File: config.mk
export PLATFORM = sky130hd
export DESIGN_NAME = mem_lsu_flat
export DESIGN_NICKNAME = d
export VERILOG_FILES = /design/src/rtl/mem_lsu_if.sv /design/src/rtl/mem_lsu.sv /design/src/flat_wrapper.sv
export SDC_FILE = /design/constraint.sdc
export NUM_CORES = 1
export LEC_CHECK = 0
export BUFFER_PORTS_ARGS = -buffer_cell sky130_fd_sc_hd__buf_4
export CAP_MARGIN = 20
export CORE_MARGIN = 4
export CORE_UTILIZATION = 40
export CTS_CLUSTER_DIAMETER = 100
export DETAILED_ROUTE_END_ITERATION = 12
export PLACE_DENSITY = 0.72
export RECOVER_POWER = 50
export SETUP_SLACK_MARGIN = 0.2
export SYNTH_ARGS = -nofsm -noshare
export SYNTH_HDL_FRONTEND = slang
export SYNTH_SLANG_ARGS = --single-unit
File: constraint.sdc
create_clock -name clk -period 4 [get_ports clk]
set_input_delay 1 -clock clk [delete_from_list [all_inputs] [get_ports clk]]
set_output_delay 1 -clock clk [all_outputs]
set_load 0.005 [all_outputs]
File: src/rtl/mem_lsu_if.sv
// Request/response and data-RAM port bundle for the load/store unit.
// slave = the LSU's own view, master = the execute stage / RAM environment.
interface mem_lsu_if #(
    parameter int ADDR_WIDTH = 32,
    parameter int DATA_WIDTH = 32
);
    logic                  req_valid_i;
    logic                  req_ready_o;
    logic                  req_store_i;
    logic [1:0]            req_size_i;
    logic                  req_unsigned_i;
    logic [ADDR_WIDTH-1:0] req_addr_i;
    logic [DATA_WIDTH-1:0] req_wdata_i;
    logic                  resp_valid_o;
    logic [DATA_WIDTH-1:0] resp_rdata_o;
    logic                  resp_err_o;
    logic                  mem_en_o;
    logic [ADDR_WIDTH-1:0] mem_addr_o;
    logic [DATA_WIDTH-1:0] mem_wdata_o;
    logic [3:0]            mem_wr_mask_o;
    logic [DATA_WIDTH-1:0] mem_rdata_i;

    modport slave (
        input  req_valid_i, req_store_i, req_size_i, req_unsigned_i,
               req_addr_i, req_wdata_i, mem_rdata_i,
        output req_ready_o, resp_valid_o, resp_rdata_o, resp_err_o,
               mem_en_o, mem_addr_o, mem_wdata_o, mem_wr_mask_o
    );

    modport master (
        output req_valid_i, req_store_i, req_size_i, req_unsigned_i,
               req_addr_i, req_wdata_i, mem_rdata_i,
        input  req_ready_o, resp_valid_o, resp_rdata_o, resp_err_o,
               mem_en_o, mem_addr_o, mem_wdata_o, mem_wr_mask_o
    );
endinterface

File: src/rtl/mem_lsu.sv
// Single-transaction load/store initiator for the synchronous data RAM.
// Define LSU_MISALIGN_TRAP_EN to reject misaligned half/word accesses instead of aligning them.
module mem_lsu #(
    parameter int ADDR_WIDTH = 32,
    parameter int DATA_WIDTH = 32
) (
    input logic       clk,
    input logic       reset,
    mem_lsu_if.slave  bus
);
    typedef enum logic [1:0] {IDLE, ISSUE, WAIT, DONE} state_t;

    state_t                state, next_state;
    logic                  store_q, unsigned_q, err_q;
    logic [1:0]            size_q, off_q;
    logic [DATA_WIDTH-1:0] rdata_q;
    logic                  accept, illegal;
    logic [1:0]            off_in;
    logic [3:0]            mask_in;
    logic [DATA_WIDTH-1:0] wdata_in, load_ext;
    logic [7:0]            byte_lane;
    logic [15:0]           half_lane;

    assign accept = (state == IDLE) && bus.req_valid_i;
    assign off_in = bus.req_addr_i[1:0];

    always_comb begin
        illegal = (bus.req_size_i == 2'b11);
`ifdef LSU_MISALIGN_TRAP_EN
        if (bus.req_size_i == 2'b01 && off_in[0])
            illegal = 1'b1;
        if (bus.req_size_i == 2'b10 && off_in != 2'b00)
            illegal = 1'b1;
`endif
    end

    // Store lanes are replicated so the RAM only needs the byte mask to pick the target bytes.
    always_comb begin
        mask_in  = 4'b0000;
        wdata_in = '0;
        if (bus.req_store_i) begin
            case (bus.req_size_i)
                2'b00: begin
                    mask_in  = 4'b0001 << off_in;
                    wdata_in = {4{bus.req_wdata_i[7:0]}};
                end
                2'b01: begin
                    mask_in  = 4'b0011 << {off_in[1], 1'b0};
                    wdata_in = {2{bus.req_wdata_i[15:0]}};
                end
                2'b10: begin
                    mask_in  = 4'b1111;
                    wdata_in = bus.req_wdata_i;
                end
                default: begin
                    mask_in  = 4'b0000;
                    wdata_in = '0;
                end
            endcase
        end
    end

    always_comb begin
        byte_lane = bus.mem_rdata_i[8*off_q +: 8];
        half_lane = bus.mem_rdata_i[16*off_q[1] +: 16];
        case (size_q)
            2'b00:   load_ext = {{24{~unsigned_q & byte_lane[7]}}, byte_lane};
            2'b01:   load_ext = {{16{~unsigned_q & half_lane[15]}}, half_lane};
            2'b10:   load_ext = bus.mem_rdata_i;
            default: load_ext = '0;
        endcase
    end

    always_ff @(posedge clk) begin
        if (reset)
            state <= IDLE;
        else
            state <= next_state;
    end

    always_comb begin
        next_state = state;
        case (state)
            IDLE:    if (accept) next_state = illegal ? DONE : ISSUE;
            ISSUE:   next_state = store_q ? DONE : WAIT;
            WAIT:    next_state = DONE;
            DONE:    next_state = IDLE;
            default: next_state = IDLE;
        endcase
    end

    always_comb begin
        bus.req_ready_o  = (state == IDLE);
        bus.resp_valid_o = (state == DONE);
        bus.resp_err_o   = (state == DONE) && err_q;
        bus.resp_rdata_o = (state == DONE) ? rdata_q : '0;
    end

    // RAM port is loaded on the accept edge so the enable is seen for exactly the ISSUE cycle.
    always_ff @(posedge clk) begin
        if (reset) begin
            store_q           <= 1'b0;
            unsigned_q        <= 1'b0;
            size_q            <= 2'b00;
            off_q             <= 2'b00;
            err_q             <= 1'b0;
            rdata_q           <= '0;
            bus.mem_en_o      <= 1'b0;
            bus.mem_addr_o    <= '0;
            bus.mem_wdata_o   <= '0;
            bus.mem_wr_mask_o <= 4'b0000;
        end else begin
            bus.mem_en_o      <= 1'b0;
            bus.mem_addr_o    <= '0;
            bus.mem_wdata_o   <= '0;
            bus.mem_wr_mask_o <= 4'b0000;
            if (accept) begin
                store_q    <= bus.req_store_i;
                unsigned_q <= bus.req_unsigned_i;
                size_q     <= bus.req_size_i;
                off_q      <= off_in;
                err_q      <= illegal;
                rdata_q    <= '0;
                if (!illegal) begin
                    bus.mem_en_o      <= 1'b1;
                    bus.mem_addr_o    <= bus.req_addr_i;
                    bus.mem_wdata_o   <= wdata_in;
                    bus.mem_wr_mask_o <= mask_in;
                end
            end
            if (state == WAIT)
                rdata_q <= load_ext;
        end
    end
endmodule

File: src/flat_wrapper.sv
// flat-port wrapper written by rule: the top's interface ports become plain ports
module mem_lsu_flat 
#(
    parameter int ADDR_WIDTH = 32,
    parameter int DATA_WIDTH = 32
)
  (clk, reset, bus_req_valid_i, bus_req_store_i, bus_req_size_i, bus_req_unsigned_i, bus_req_addr_i, bus_req_wdata_i, bus_mem_rdata_i, bus_req_ready_o, bus_resp_valid_o, bus_resp_rdata_o, bus_resp_err_o, bus_mem_en_o, bus_mem_addr_o, bus_mem_wdata_o, bus_mem_wr_mask_o);
  mem_lsu_if #(.ADDR_WIDTH(ADDR_WIDTH), .DATA_WIDTH(DATA_WIDTH)) bus_i ();
  input logic clk;
  input logic reset;
  input wire logic [$bits(bus_i.req_valid_i)-1:0] bus_req_valid_i;
  input wire logic [$bits(bus_i.req_store_i)-1:0] bus_req_store_i;
  input wire logic [$bits(bus_i.req_size_i)-1:0] bus_req_size_i;
  input wire logic [$bits(bus_i.req_unsigned_i)-1:0] bus_req_unsigned_i;
  input wire logic [$bits(bus_i.req_addr_i)-1:0] bus_req_addr_i;
  input wire logic [$bits(bus_i.req_wdata_i)-1:0] bus_req_wdata_i;
  input wire logic [$bits(bus_i.mem_rdata_i)-1:0] bus_mem_rdata_i;
  output wire logic [$bits(bus_i.req_ready_o)-1:0] bus_req_ready_o;
  output wire logic [$bits(bus_i.resp_valid_o)-1:0] bus_resp_valid_o;
  output wire logic [$bits(bus_i.resp_rdata_o)-1:0] bus_resp_rdata_o;
  output wire logic [$bits(bus_i.resp_err_o)-1:0] bus_resp_err_o;
  output wire logic [$bits(bus_i.mem_en_o)-1:0] bus_mem_en_o;
  output wire logic [$bits(bus_i.mem_addr_o)-1:0] bus_mem_addr_o;
  output wire logic [$bits(bus_i.mem_wdata_o)-1:0] bus_mem_wdata_o;
  output wire logic [$bits(bus_i.mem_wr_mask_o)-1:0] bus_mem_wr_mask_o;
  assign bus_i.req_valid_i = bus_req_valid_i;
  assign bus_i.req_store_i = bus_req_store_i;
  assign bus_i.req_size_i = bus_req_size_i;
  assign bus_i.req_unsigned_i = bus_req_unsigned_i;
  assign bus_i.req_addr_i = bus_req_addr_i;
  assign bus_i.req_wdata_i = bus_req_wdata_i;
  assign bus_i.mem_rdata_i = bus_mem_rdata_i;
  assign bus_req_ready_o = bus_i.req_ready_o;
  assign bus_resp_valid_o = bus_i.resp_valid_o;
  assign bus_resp_rdata_o = bus_i.resp_rdata_o;
  assign bus_resp_err_o = bus_i.resp_err_o;
  assign bus_mem_en_o = bus_i.mem_en_o;
  assign bus_mem_addr_o = bus_i.mem_addr_o;
  assign bus_mem_wdata_o = bus_i.mem_wdata_o;
  assign bus_mem_wr_mask_o = bus_i.mem_wr_mask_o;
  mem_lsu #(.ADDR_WIDTH(ADDR_WIDTH), .DATA_WIDTH(DATA_WIDTH)) u_core (.clk(clk), .reset(reset), .bus(bus_i));
endmodule
==> flow_results.xml, run 1 <==
<?xml version="1.0" encoding="UTF-8"?>
<metrics>
  <group name="run_status">
    <metric name="run_status" unit="">finished, final reports clean</metric>
  </group>
  <group name="power">
    <metric name="total_switching_power" unit="W">0.00104</metric>
    <metric name="total_power" unit="W">0.00315</metric>
    <metric name="p_leak" unit="nW">2.72</metric>
    <metric name="vdd.ir_drop.worst" unit="uV">247</metric>
    <metric name="powerDensity" unit="nW/um^2">492</metric>
    <metric name="share_seq_of_total_power" unit="%">40.9</metric>
    <metric name="netSwitchingFraction" unit="%">33.2</metric>
    <metric name="power.combinational.fraction" unit="%">29.5</metric>
    <metric name="clock_share_of_power" unit="%">29.5</metric>
    <metric name="power_report.internal_total" unit="W">0.00210</metric>
  </group>
  <group name="global_routing">
    <metric name="grt_use_total" unit="%">19.9</metric>
    <metric name="grt_first_pass_wirelength" unit="um">20900</metric>
    <metric name="grt_max_degree" unit="">53</metric>
    <metric name="grt.overflow.total" unit="">0</metric>
    <metric name="grt_pass1_vias" unit="">4154</metric>
    <metric name="grt_antenna_before_repair" unit="">0</metric>
  </group>
  <group name="synth">
    <metric name="synth_compound_area_share" unit="%">21.7</metric>
    <metric name="main_combinational_cell_family_by_area_after_synthesis" unit="">compound AO/OA/AOI/OAI gates</metric>
    <metric name="synth.area.mux_share" unit="%">3.51</metric>
    <metric name="synth_cells" unit="">507</metric>
    <metric name="synth_xor_xnor_area_share" unit="%">0</metric>
    <metric name="adder_cell_share_of_the_synthesized_area" unit="%">1.38</metric>
    <metric name="post_synth.cell_area_avg" unit="sq um">8.94</metric>
    <metric name="ys_seq_elements" unit="">110</metric>
    <metric name="syn-cell-area" unit="sq um">4530</metric>
    <metric name="synth_seq_area_share" unit="%">48.6</metric>
    <metric name="synth_cell_type_count" unit="">37</metric>
    <metric name="post_synth_and_or_nand_nor_area_fraction" unit="%">20.2</metric>
    <metric name="synthesis.nets" unit="">615</metric>
    <metric name="yosys_warnings" unit="">0</metric>
  </group>
  <group name="drt">
    <metric name="drt-wirelength-per-cell" unit="um">16.3</metric>
    <metric name="drtIter0Drc" unit="">423</metric>
    <metric name="antenna_violating_nets_post_route" unit="">0</metric>
    <metric name="vias_cell" unit="">5.21</metric>
    <metric name="first_pass_iters" unit="">5</metric>
    <metric name="route.detailed.drc" unit="">0</metric>
    <metric name="final_wirelength" unit="um">13600</metric>
    <metric name="dr_total_vias" unit="">4342</metric>
  </group>
  <group name="place">
    <metric name="place.gp.congestion" unit="">0.831</metric>
    <metric name="place.port_buffers" unit="">206</metric>
    <metric name="detailedPlacementHpwl" unit="um">10200</metric>
    <metric name="placement.setup.worst_slack" unit="ps">1140</metric>
  </group>
  <group name="timing">
    <metric name="worst_slew_pin_slew" unit="ps">1280</metric>
    <metric name="fin_worst_skew" unit="ps">5.77</metric>
    <metric name="setup_viol" unit="">0</metric>
    <metric name="timing_max_transition_violations_final" unit="">0</metric>
    <metric name="min_period" unit="ps">3020</metric>
    <metric name="highest_clock_frequency_the_design_can_meet" unit="MHz">332</metric>
    <metric name="period_share" unit="%">75.4</metric>
    <metric name="relSlewSlack" unit="%">14.9</metric>
    <metric name="whs" unit="ps">451</metric>
    <metric name="timing.final.hold_violations" unit="">0</metric>
    <metric name="grt_setup_unrepaired" unit="">false</metric>
    <metric name="timing.setup.tns" unit="ps">0</metric>
    <metric name="final_critical_path_setup_slack" unit="ps">984</metric>
  </group>
  <group name="hold_path">
    <metric name="min_path_type" unit="">flip-flop to flip-flop</metric>
  </group>
  <group name="finish">
    <metric name="syn2layout_area_growth" unit="%">41.3</metric>
    <metric name="ff_latch_area" unit="sq um">2200</metric>
    <metric name="design.final.nets" unit="">797</metric>
    <metric name="filler_cells_inserted" unit="">977</metric>
    <metric name="final_core_util" unit="%">58.3</metric>
    <metric name="antenna_cells_inserted" unit="">0</metric>
    <metric name="drive_above_1_share" unit="%">33.0</metric>
    <metric name="multi_input_area" unit="sq um">2140</metric>
  </group>
  <group name="worst_setup_path">
    <metric name="worst_ep_arrival_time" unit="ps">2020</metric>
    <metric name="critical_path.max_fanout" unit="">34</metric>
    <metric name="setup.worst_path.end_class" unit="">output pin</metric>
    <metric name="criticalPathCategory" unit="">flip-flop to output pin</metric>
    <metric name="required" unit="ps">3000</metric>
    <metric name="startpoint_type_of_the_worst_setup_path" unit="">flip-flop</metric>
  </group>
  <group name="die">
    <metric name="dieWidth" unit="um">114</metric>
    <metric name="dieHeight" unit="um">114</metric>
    <metric name="placementRows" unit="">38</metric>
    <metric name="dieArea" unit="sq um">13100</metric>
    <metric name="floorplan.initialDensity" unit="%">41.3</metric>
    <metric name="pin_count" unit="">207</metric>
    <metric name="core_region_area" unit="sq um">11000</metric>
  </group>
  <group name="clock_network">
    <metric name="tritoncts_sinks" unit="">110</metric>
    <metric name="cts_resized" unit="">0</metric>
    <metric name="post_cts.repair.setup_buffers" unit="">0</metric>
    <metric name="tritoncts" unit="">done</metric>
    <metric name="cts_hold_buffers" unit="">0</metric>
    <metric name="clk_path_buf_depth" unit="">2</metric>
    <metric name="cts_buffers" unit="">9</metric>
    <metric name="worst_setup_hold_path_clk_slew" unit="ps">80</metric>
    <metric name="htree_num_levels" unit="">3</metric>
    <metric name="root_buffer" unit="">sky130_fd_sc_hd__clkbuf_16</metric>
    <metric name="clk_latency" unit="ps">340</metric>
  </group>
  <group name="run">
    <metric name="cap_viol_max_count" unit="">0</metric>
  </group>
</metrics>
-- routing by layer --
layer / vias to the layer above / wire length [um] / global-route usage, %
met5: - / 0 / 0
met3: 27 / 908 / 5.07
met4: 0 / 345 / 7.68
met1: 2026 / 5390 / 24.7
li1: 2126 / - / -
met2: 163 / 6970 / 33.0
-- power by group through the flow --
stage	logic, W	clock network [W]	registers [W]
detailed placement	0.000901	0	0.00131
floorplan	0.000608	0	0.00129
global route	0.00102	0.000995	0.00130
finish	0.000930	0.000929	0.00129
global placement	0.000856	0	0.00131
CTS	0.000904	0.000948	0.00129
-- area by class of cell --
type / count / share of cell area, %
Multi-Input combinational cell: 352 / 33.4
Clock inverter: 7 / 1.39
Tap cell: 140 / 2.74
Timing Repair Buffer: 212 / 24.3
Sequential cell: 110 / 34.4
Clock buffer: 9 / 3.52
Inverter: 4 / 0.234
-- worst max-delay path, stage by stage, from the launching register on --
cell and delay, ps:
sky130_fd_sc_hd__dfxtp_1 400, sky130_fd_sc_hd__ha_1 860, sky130_fd_sc_hd__and2_1 280, sky130_fd_sc_hd__buf_4 120
-- metrics by stage --
step	instances	cell area [sq um]
2_1_floorplan	507	4530
3_3_place_gp	817	6110
3_5_place_dp	817	6110
4_1_cts	833	6430
5_1_grt	834	6400
6_report	834	6400
-- registers in the layout, summed over array words and instances, names as in the netlist --
signal,flops
u_core.off_q,2
u_core.bus.mem_addr_o,32
u_core.bus.mem_en_o,1
u_core.err_q,1
u_core.state,2
u_core.unsigned_q,1
u_core.store_q,1
u_core.rdata_q,32
u_core.bus.mem_wdata_o,32
u_core.size_q,2
u_core.bus.mem_wr_mask_o,4
-- cell usage in the layout (no fill, tap or decap), types with 9 or more instances in the layout --
| cell | Yosys | layout |
|---|---|---|
| sky130_fd_sc_hd__buf_4 | 4 | 141 |
| sky130_fd_sc_hd__dfxtp_1 | 110 | 110 |
| sky130_fd_sc_hd__a21oi_1 | 77 | 77 |
| sky130_fd_sc_hd__and2_1 | 66 | 64 |
| sky130_fd_sc_hd__clkbuf_4 | 0 | 58 |
| sky130_fd_sc_hd__nand2_1 | 49 | 49 |
| sky130_fd_sc_hd__nor2_1 | 19 | 18 |
| sky130_fd_sc_hd__a211oi_1 | 17 | 17 |
| sky130_fd_sc_hd__a22oi_1 | 16 | 16 |
| sky130_fd_sc_hd__nand2b_1 | 13 | 13 |
| sky130_fd_sc_hd__o21ai_0 | 13 | 13 |
| sky130_fd_sc_hd__clkbuf_1 | 25 | 12 |
| sky130_fd_sc_hd__clkbuf_16 | 0 | 9 |
-- Yosys cell counts (all sizes together) --
cell type | n | area share (%)
inv | 4 | 0.33
clkbuf | 25 | 2.1
dfxtp | 110 | 49
buf | 16 | 2.2
a211oi | 18 | 3.1
a21o | 1 | 0.17
or2 | 1 | 0.14
a22oi | 16 | 2.7
nand3 | 5 | 0.55
a221oi | 1 | 0.19
o2bb2ai | 8 | 1.5
and3 | 9 | 1.4
nor2b | 4 | 0.55
a21boi | 1 | 0.17
a311oi | 4 | 0.77
nand2 | 50 | 4.2
nor3 | 8 | 0.88
mux2 | 5 | 1.2
nand2b | 13 | 1.8
mux4 | 1 | 0.50
nor2 | 19 | 1.6
ha | 5 | 1.4
a222oi | 5 | 1.1
o21ai | 21 | 2.3
a2bb2oi | 4 | 0.77
o211ai | 1 | 0.28
and2 | 66 | 9.1
a21oi | 77 | 8.5
o21bai | 1 | 0.17
mux2i | 8 | 1.8
-- cells by family after synthesis --
kind of cell | Yosys count
muxes | 14
adders and majority gates | 5
buffers and inverters | 45
and+or+nand+nor | 175
AOI/OAI and AO/OA | 158
DFF | 110
-- final timing paths --
| kind | endpoint | slack (ps) | depth (start not counted) | startpoint |
|---|---|---|---|---|
| max | bus_resp_rdata_o[31] | 980 | 3 | u_core.state[1] |
| min | u_core.rdata_q[13] | 450 | 2 | u_core.rdata_q[13] |
| max reg2reg | u_core.bus.mem_wdata_o[22] | 1770 | 7 | u_core.state[0] |
| min reg2reg | u_core.rdata_q[13] | 450 | 2 | u_core.rdata_q[13] |
(Power assumes the default switching activity.)
==> run 2, diff against run 1 <==
--- a/config.mk
+++ b/config.mk
@@ -5,13 +5,14 @@
 export SDC_FILE = /design/constraint.sdc
 export NUM_CORES = 1
 export LEC_CHECK = 0
+export ABC_AREA = 1
 export BUFFER_PORTS_ARGS = -buffer_cell sky130_fd_sc_hd__buf_4
 export CAP_MARGIN = 20
 export CORE_MARGIN = 4
 export CORE_UTILIZATION = 40
 export CTS_CLUSTER_DIAMETER = 100
 export DETAILED_ROUTE_END_ITERATION = 12
-export PLACE_DENSITY = 0.72
+export PLACE_DENSITY = 0.74
 export RECOVER_POWER = 50
 export SETUP_SLACK_MARGIN = 0.2
 export SYNTH_ARGS = -nofsm -noshare
==> constraint.sdc (replaced) <==
create_clock -name clk -period 2.55 [get_ports clk]
set_input_delay 0.6375 -clock clk [delete_from_list [all_inputs] [get_ports clk]]
set_output_delay 0.6375 -clock clk [all_outputs]
set_load 0.005 [all_outputs]
==> flow_results.xml, run 2 <==
<?xml version="1.0" encoding="UTF-8"?>
<metrics>
  <group name="drt">
    <metric name="antenna_violating_nets_post_route" unit="">0</metric>
    <metric name="final_wirelength" unit="um">14300</metric>
    <metric name="vias_cell" unit="">4.63</metric>
    <metric name="dr_total_vias" unit="">4955</metric>
    <metric name="first_pass_iters" unit="">5</metric>
    <metric name="drtIter0Drc" unit="">479</metric>
    <metric name="drt-wirelength-per-cell" unit="um">13.4</metric>
    <metric name="route.detailed.drc" unit="">0</metric>
  </group>
  <group name="die">
    <metric name="core_region_area" unit="sq um">11600</metric>
    <metric name="pin_count" unit="">207</metric>
    <metric name="dieWidth" unit="um">118</metric>
    <metric name="floorplan.initialDensity" unit="%">41.4</metric>
    <metric name="dieHeight" unit="um">118</metric>
    <metric name="dieArea" unit="sq um">13800</metric>
    <metric name="placementRows" unit="">39</metric>
  </group>
  <group name="worst_setup_path">
    <metric name="timing.critical_path.buf_inv" unit="">3</metric>
    <metric name="r2r_cells" unit="">9</metric>
    <metric name="worst_ep_arrival_time" unit="ps">1570</metric>
    <metric name="startpoint_type_of_the_worst_setup_path" unit="">flip-flop</metric>
    <metric name="required" unit="ps">1910</metric>
    <metric name="r2r_setup_slk" unit="ps">450</metric>
    <metric name="criticalPathCategory" unit="">flip-flop to output pin</metric>
    <metric name="timing.critical_path.cells" unit="">ha_1 &gt; buf_4 &gt; nand2_1 &gt; inv_1 &gt; buf_4</metric>
    <metric name="worst_setup_path_startpoint" unit="">u_core.state[0]</metric>
    <metric name="critical_path.most_common_cell" unit="">sky130_fd_sc_hd__buf_4</metric>
    <metric name="rr_startpoint" unit="">u_core.state[0]</metric>
    <metric name="slowest_stage" unit="">sky130_fd_sc_hd__dfxtp_1</metric>
    <metric name="slowest_stage_delay_on_critical_path" unit="ps">410</metric>
    <metric name="worst_reg2reg_endpoint" unit="">u_core.bus.mem_wdata_o[20]</metric>
    <metric name="setup.worst_path.end_class" unit="">output pin</metric>
    <metric name="crit_family" unit="">buffers and inverters</metric>
    <metric name="critical_path.max_fanout" unit="">34</metric>
  </group>
  <group name="place">
    <metric name="place.port_buffers" unit="">206</metric>
    <metric name="place.gp.congestion" unit="">0.923</metric>
    <metric name="detailedPlacementHpwl" unit="um">10800</metric>
  </group>
  <group name="synth">
    <metric name="synth_compound_area_share" unit="%">10.4</metric>
    <metric name="synth_top_cell_by_area" unit="">sky130_fd_sc_hd__dfxtp_1</metric>
    <metric name="synthesis.nets" unit="">839</metric>
    <metric name="synth_cell_type_count" unit="">23</metric>
    <metric name="synth.top_cells.by_count" unit="">sky130_fd_sc_hd__nand2_1 (243), sky130_fd_sc_hd__inv_1 (144), sky130_fd_sc_hd__dfxtp_1 (110)</metric>
    <metric name="synth_top_cells_by_area" unit="">sky130_fd_sc_hd__dfxtp_1 (46%), sky130_fd_sc_hd__nand2_1 (19%), sky130_fd_sc_hd__inv_1 (11%)</metric>
    <metric name="synth_cells" unit="">731</metric>
    <metric name="post-synth-top-count-cell" unit="">sky130_fd_sc_hd__nand2_1</metric>
    <metric name="synth_xor_xnor_area_share" unit="%">0</metric>
    <metric name="synth_top_cell_area_share" unit="%">45.8</metric>
    <metric name="syn-cell-area" unit="sq um">4810</metric>
    <metric name="synth_edf_count" unit="">0</metric>
    <metric name="synth.area.mux_share" unit="%">0</metric>
    <metric name="post_synth.cell_area_avg" unit="sq um">6.58</metric>
    <metric name="post_synth_and_or_nand_nor_area_fraction" unit="%">27.8</metric>
    <metric name="main_combinational_cell_family_by_area_after_synthesis" unit="">simple AND/OR/NAND/NOR gates</metric>
    <metric name="ys_seq_elements" unit="">110</metric>
    <metric name="synth_top_flop_cell" unit="">sky130_fd_sc_hd__dfxtp_1</metric>
    <metric name="synthArstFlopShare" unit="%">0</metric>
    <metric name="synth_seq_area_share" unit="%">45.8</metric>
    <metric name="yosys_warnings" unit="">0</metric>
    <metric name="adder_cell_share_of_the_synthesized_area" unit="%">1.30</metric>
  </group>
  <group name="timing">
    <metric name="fin_worst_skew" unit="ps">7.50</metric>
    <metric name="timing.final.hold_violations" unit="">0</metric>
    <metric name="grt_setup_unrepaired" unit="">true</metric>
    <metric name="highest_clock_frequency_the_design_can_meet" unit="MHz">453</metric>
    <metric name="timing.setup.tns" unit="ps">0</metric>
    <metric name="relSlewSlack" unit="%">56.8</metric>
    <metric name="setup_viol" unit="">0</metric>
    <metric name="min_period" unit="ps">2210</metric>
    <metric name="worst_slew_pin_slew" unit="ps">648</metric>
    <metric name="timing_max_transition_violations_final" unit="">0</metric>
    <metric name="period_share" unit="%">86.6</metric>
  </group>
  <group name="finish">
    <metric name="syn2layout_area_growth" unit="%">37.3</metric>
    <metric name="mostFrequentLayoutCells" unit="">sky130_fd_sc_hd__nand2_1 (243), sky130_fd_sc_hd__buf_4 (144), sky130_fd_sc_hd__inv_1 (143)</metric>
    <metric name="antenna_cells_inserted" unit="">0</metric>
    <metric name="design.final.nets" unit="">1033</metric>
    <metric name="reg.largest.list" unit="">u_core.bus.mem_addr_o x32, u_core.bus.mem_wdata_o x32, u_core.rdata_q x32</metric>
    <metric name="final_common_cell" unit="">sky130_fd_sc_hd__nand2_1</metric>
    <metric name="drive_above_1_share" unit="%">22.3</metric>
  </group>
  <group name="global_routing">
    <metric name="grt_max_degree" unit="">36</metric>
    <metric name="grt_antenna_before_repair" unit="">0</metric>
    <metric name="grt_pass1_vias" unit="">4721</metric>
    <metric name="grt_first_pass_wirelength" unit="um">23400</metric>
    <metric name="grt.overflow.total" unit="">0</metric>
    <metric name="grt_use_total" unit="%">20.6</metric>
  </group>
  <group name="clock_network">
    <metric name="tritoncts_sinks" unit="">110</metric>
    <metric name="cts_buffers" unit="">9</metric>
    <metric name="worst_setup_hold_path_clk_slew" unit="ps">70</metric>
    <metric name="clk_latency" unit="ps">340</metric>
    <metric name="tritoncts" unit="">done</metric>
    <metric name="clk_path_buf_depth" unit="">2</metric>
    <metric name="root_buffer" unit="">sky130_fd_sc_hd__clkbuf_16</metric>
    <metric name="htree_num_levels" unit="">3</metric>
    <metric name="cts_hold_buffers" unit="">0</metric>
  </group>
  <group name="hold_path">
    <metric name="holdCritStartpoint" unit="">u_core.rdata_q[1]</metric>
    <metric name="min_path_cells" unit="">2</metric>
    <metric name="worst_hold_path.endpoint" unit="">u_core.rdata_q[1]</metric>
    <metric name="min_path_type" unit="">flip-flop to flip-flop</metric>
  </group>
  <group name="run">
    <metric name="cap_viol_max_count" unit="">0</metric>
  </group>
  <group name="power">
    <metric name="total_power" unit="W">0.00448</metric>
    <metric name="vdd.ir_drop.worst" unit="uV">346</metric>
    <metric name="p_leak" unit="nW">3.78</metric>
    <metric name="powerDensity" unit="nW/um^2">679</metric>
  </group>
  <group name="run_status">
    <metric name="run_status" unit="">finished, final reports clean</metric>
  </group>
</metrics>
[run 2: worst reg2reg max path: cells and delay by family, from the launching register on]
family | cells | cell delay [ps]
AOI/OAI and AO/OA | 1 | 130
buffers and inverters | 3 | 440
DFF | 1 | 410
adders and majority gates | 1 | 240
and+or+nand+nor | 4 | 790
[run 2: layout make-up]
type	instances	area, sq um
well taps	143	179
fillers	1187	5010
repair buffers	214	1480
clock buffers	9	225
flip-flops and latches	110	2200
clock inverters	4	51.3
inverters	148	559
multi-input cells	442	1910
[run 2: worst max path at each step]
stage,endpoint,slack (ps),depth (start not counted)
final,bus_resp_rdata_o[12],340,5
after detailed placement,u_core.bus.mem_wdata_o[20],340,7
after global routing,u_core.bus.mem_wdata_o[22],140,8
after global placement,u_core.bus.mem_wdata_o[16],420,7
after CTS,bus_resp_rdata_o[16],330,5
after floorplan,bus_resp_rdata_o[10],760,5
[run 2: logic make-up (layout without fill, tap and decap cells)]
group | count (synthesis) | in the layout
adders and majority gates | 5 | 5
DFF | 110 | 110
AOI/OAI and AO/OA | 99 | 99
and+or+nand+nor | 338 | 338
buffers and inverters | 179 | 375
[run 2: per-stage QoR]
step / instance area [sq um] / hold slack [ps] / util (%) / setup slack [ps] / std cells
5_1_grt: 6600 / 484 / 56.9 / 143 / 1070
3_3_place_gp: 6440 / 454 / 55.4 / 422 / 1056
4_1_cts: 6720 / 468 / 57.8 / 333 / 1069
2_1_floorplan: 4810 / 444 / - / 760 / 731
3_5_place_dp: 6440 / 456 / 55.4 / 343 / 1056
6_report: 6600 / 469 / 56.9 / 342 / 1070
[run 2: per-layer routing]
metal | wire [um] | up-vias | track usage, %
met5 | 0 | - | 0
met4 | 200 | 0 | 6.81
met3 | 1700 | 19 | 8.79
met2 | 6620 | 218 | 33.5
met1 | 5830 | 2180 | 24.5
li1 | - | 2538 | -
[run 2: where the power goes]
| part | internal, W | leakage, nW | switching, W |
|---|---|---|---|
| clock | 0.000746 | 0.133 | 0.000600 |
| sequential | 0.00187 | 0.893 | 0.0000849 |
| combinational | 0.000440 | 2.75 | 0.000743 |
[run 2: repair_timing]
| action | in CTS | in global routing |
|---|---|---|
| gates resized for setup | 0 | 2 |
| setup endpoints to repair | 0 | 21 |
| buffers inserted | 0 | 1 |
==> run 3, diff against run 2 <==
--- a/config.mk
+++ b/config.mk
@@ -12,6 +12,7 @@
 export CORE_UTILIZATION = 40
 export CTS_CLUSTER_DIAMETER = 100
 export DETAILED_ROUTE_END_ITERATION = 12
+export GPL_TIMING_DRIVEN = 0
 export PLACE_DENSITY = 0.74
 export RECOVER_POWER = 50
 export SETUP_SLACK_MARGIN = 0.2
==> flow_results.xml, run 3 (synthesis results as in run 2) <==
<?xml version="1.0" encoding="UTF-8"?>
<metrics>
  <group name="finish">
    <metric name="final_common_cell" unit="">sky130_fd_sc_hd__nand2_1</metric>
    <metric name="syn2layout_area_growth" unit="%">39.3</metric>
    <metric name="antenna_cells_inserted" unit="">0</metric>
    <metric name="drive_above_1_share" unit="%">22.1</metric>
    <metric name="filler_cells_inserted" unit="">1149</metric>
    <metric name="reg.largest.list" unit="">u_core.bus.mem_addr_o x32, u_core.bus.mem_wdata_o x32, u_core.rdata_q x32</metric>
    <metric name="mostFrequentLayoutCells" unit="">sky130_fd_sc_hd__nand2_1 (243), sky130_fd_sc_hd__inv_1 (144), sky130_fd_sc_hd__buf_4 (138)</metric>
    <metric name="design.final.nets" unit="">1055</metric>
    <metric name="finalInstanceArea" unit="sq um">6700</metric>
  </group>
  <group name="timing">
    <metric name="setup_viol" unit="">0</metric>
    <metric name="final_critical_path_setup_slack" unit="ps">375</metric>
    <metric name="grt_setup_unrepaired" unit="">false</metric>
    <metric name="min_period" unit="ps">2170</metric>
    <metric name="relSlewSlack" unit="%">54.8</metric>
    <metric name="fin_worst_skew" unit="ps">6.58</metric>
    <metric name="highest_clock_frequency_the_design_can_meet" unit="MHz">460</metric>
    <metric name="timing.final.hold_violations" unit="">0</metric>
    <metric name="timing_max_transition_violations_final" unit="">0</metric>
    <metric name="period_share" unit="%">85.3</metric>
    <metric name="timing.setup.tns" unit="ps">0</metric>
    <metric name="worst_slew_pin_slew" unit="ps">679</metric>
  </group>
  <group name="global_routing">
    <metric name="grt.overflow.total" unit="">0</metric>
    <metric name="grt_antenna_before_repair" unit="">0</metric>
    <metric name="grt_use_total" unit="%">21.4</metric>
    <metric name="grt_max_degree" unit="">18</metric>
    <metric name="grt_first_pass_wirelength" unit="um">24000</metric>
    <metric name="grt_pass1_vias" unit="">4861</metric>
  </group>
  <group name="clock_network">
    <metric name="cts_buffers" unit="">9</metric>
    <metric name="cts_hold_buffers" unit="">0</metric>
    <metric name="worst_setup_hold_path_clk_slew" unit="ps">70</metric>
    <metric name="post_cts.repair.setup_buffers" unit="">0</metric>
    <metric name="root_buffer" unit="">sky130_fd_sc_hd__clkbuf_16</metric>
    <metric name="htree_num_levels" unit="">3</metric>
    <metric name="tritoncts" unit="">done</metric>
    <metric name="clk_latency" unit="ps">350</metric>
    <metric name="clk_path_buf_depth" unit="">2</metric>
    <metric name="tritoncts_sinks" unit="">110</metric>
  </group>
  <group name="drt">
    <metric name="dr_total_vias" unit="">4994</metric>
    <metric name="antenna_violating_nets_post_route" unit="">0</metric>
    <metric name="drt-wirelength-per-cell" unit="um">13.4</metric>
    <metric name="route.detailed.drc" unit="">0</metric>
    <metric name="vias_cell" unit="">4.56</metric>
    <metric name="drtIter0Drc" unit="">334</metric>
    <metric name="first_pass_iters" unit="">5</metric>
    <metric name="final_wirelength" unit="um">14700</metric>
  </group>
  <group name="place">
    <metric name="total_placed_instance_area" unit="sq um">6530</metric>
    <metric name="place.port_buffers" unit="">205</metric>
    <metric name="placement.setup.worst_slack" unit="ps">305</metric>
    <metric name="place.gp.congestion" unit="">0.878</metric>
    <metric name="detailedPlacementHpwl" unit="um">11500</metric>
  </group>
  <group name="power">
    <metric name="p_leak" unit="nW">3.83</metric>
    <metric name="power_report.internal_total" unit="W">0.00316</metric>
    <metric name="power.combinational.fraction" unit="%">26.8</metric>
    <metric name="vdd.ir_drop.worst" unit="uV">444</metric>
    <metric name="powerDensity" unit="nW/um^2">694</metric>
    <metric name="share_seq_of_total_power" unit="%">42.0</metric>
    <metric name="total_switching_power" unit="W">0.00149</metric>
    <metric name="clock_share_of_power" unit="%">31.2</metric>
    <metric name="netSwitchingFraction" unit="%">32.0</metric>
  </group>
  <group name="run_status">
    <metric name="run_status" unit="">finished, final reports clean</metric>
  </group>
  <group name="worst_setup_path">
    <metric name="timing.critical_path.cells" unit="">ha_1 &gt; clkbuf_2 &gt; clkbuf_4 &gt; nand2_1 &gt; inv_1 &gt; buf_4</metric>
    <metric name="slowest_stage" unit="">sky130_fd_sc_hd__dfxtp_1</metric>
    <metric name="rr_startpoint" unit="">u_core.state[1]</metric>
    <metric name="setup.worst_path.end_class" unit="">output pin</metric>
    <metric name="startpoint_type_of_the_worst_setup_path" unit="">flip-flop</metric>
    <metric name="criticalPathCategory" unit="">flip-flop to output pin</metric>
    <metric name="required" unit="ps">1910</metric>
    <metric name="slowest_stage_delay_on_critical_path" unit="ps">370</metric>
    <metric name="worst_setup_path_startpoint" unit="">u_core.state[1]</metric>
    <metric name="worst_ep_arrival_time" unit="ps">1540</metric>
    <metric name="critical_path.max_fanout" unit="">10</metric>
  </group>
  <group name="die">
    <metric name="core_region_area" unit="sq um">11600</metric>
    <metric name="dieArea" unit="sq um">13800</metric>
    <metric name="dieHeight" unit="um">118</metric>
    <metric name="floorplan.initialDensity" unit="%">41.4</metric>
    <metric name="dieWidth" unit="um">118</metric>
    <metric name="placementRows" unit="">39</metric>
    <metric name="pin_count" unit="">207</metric>
  </group>
  <group name="hold_path">
    <metric name="holdCritStartpoint" unit="">u_core.rdata_q[20]</metric>
    <metric name="min_path_type" unit="">flip-flop to flip-flop</metric>
  </group>
  <group name="run">
    <metric name="cap_viol_max_count" unit="">0</metric>
  </group>
</metrics>
[run 3: per-stage QoR]
stage               hold slack, ps  total power, W  cells  utilization (%)
global placement               453         0.00325   1079             56.2
global route                   473         0.00495   1094             57.7
floorplan                      444         0.00277    731                -
finish                         467         0.00465   1094             57.7
CTS                            465         0.00472   1094             58.9
detailed placement             456         0.00326   1079             56.2
[run 3: power by group through the flow]
stage	Combinational [W]	Sequential, W	Clock [W]
finish	0.00125	0.00195	0.00145
global route	0.00143	0.00197	0.00155
CTS	0.00128	0.00195	0.00149
detailed placement	0.00127	0.00199	0
global placement	0.00126	0.00199	0
floorplan	0.000787	0.00198	0
[run 3: final cells by class]
type / count / area [sq um] / share of cell area (%)
Sequential cell: 110 / 2200 / 32.9
Multi-Input combinational cell: 442 / 1890 / 28.2
Timing Repair Buffer: 205 / 1400 / 21.0
Inverter: 148 / 556 / 8.29
Clock buffer: 11 / 253 / 3.77
Tap cell: 143 / 179 / 2.67
Buffer: 31 / 158 / 2.35
Clock inverter: 4 / 55.1 / 0.822
[run 3: worst paths after layout]
check                    endpoint  slack, ps  depth (start not counted)
max          bus_resp_rdata_o[18]        380                          6
min            u_core.rdata_q[20]        470                          2
max reg2reg    u_core.rdata_q[12]        470                          9
min reg2reg    u_core.rdata_q[20]        470                          2
[run 3: what timing repair did]
item | in CTS | in global routing
cloned | 0 | 0
endpoints found under the setup margin | 30 | 30
resized for setup | 6 | 4
[run 3: layer usage]
metal / vias to the layer above / wire length [um] / global-route usage, %
li1: 2587 / - / -
met4: 0 / 451 / 8.79
met5: - / 0 / 0
met3: 35 / 2040 / 11.3
met2: 226 / 6570 / 34.0
met1: 2146 / 5620 / 24.1
[run 3: critical path, delay by kind of cell, from the launching register on]
kind | cells | cell delay, ps
buffers and inverters | 4 | 560
AND/OR/NAND/NOR | 1 | 70
adder cells (fa/ha/maj) | 1 | 180
flip-flops | 1 | 370
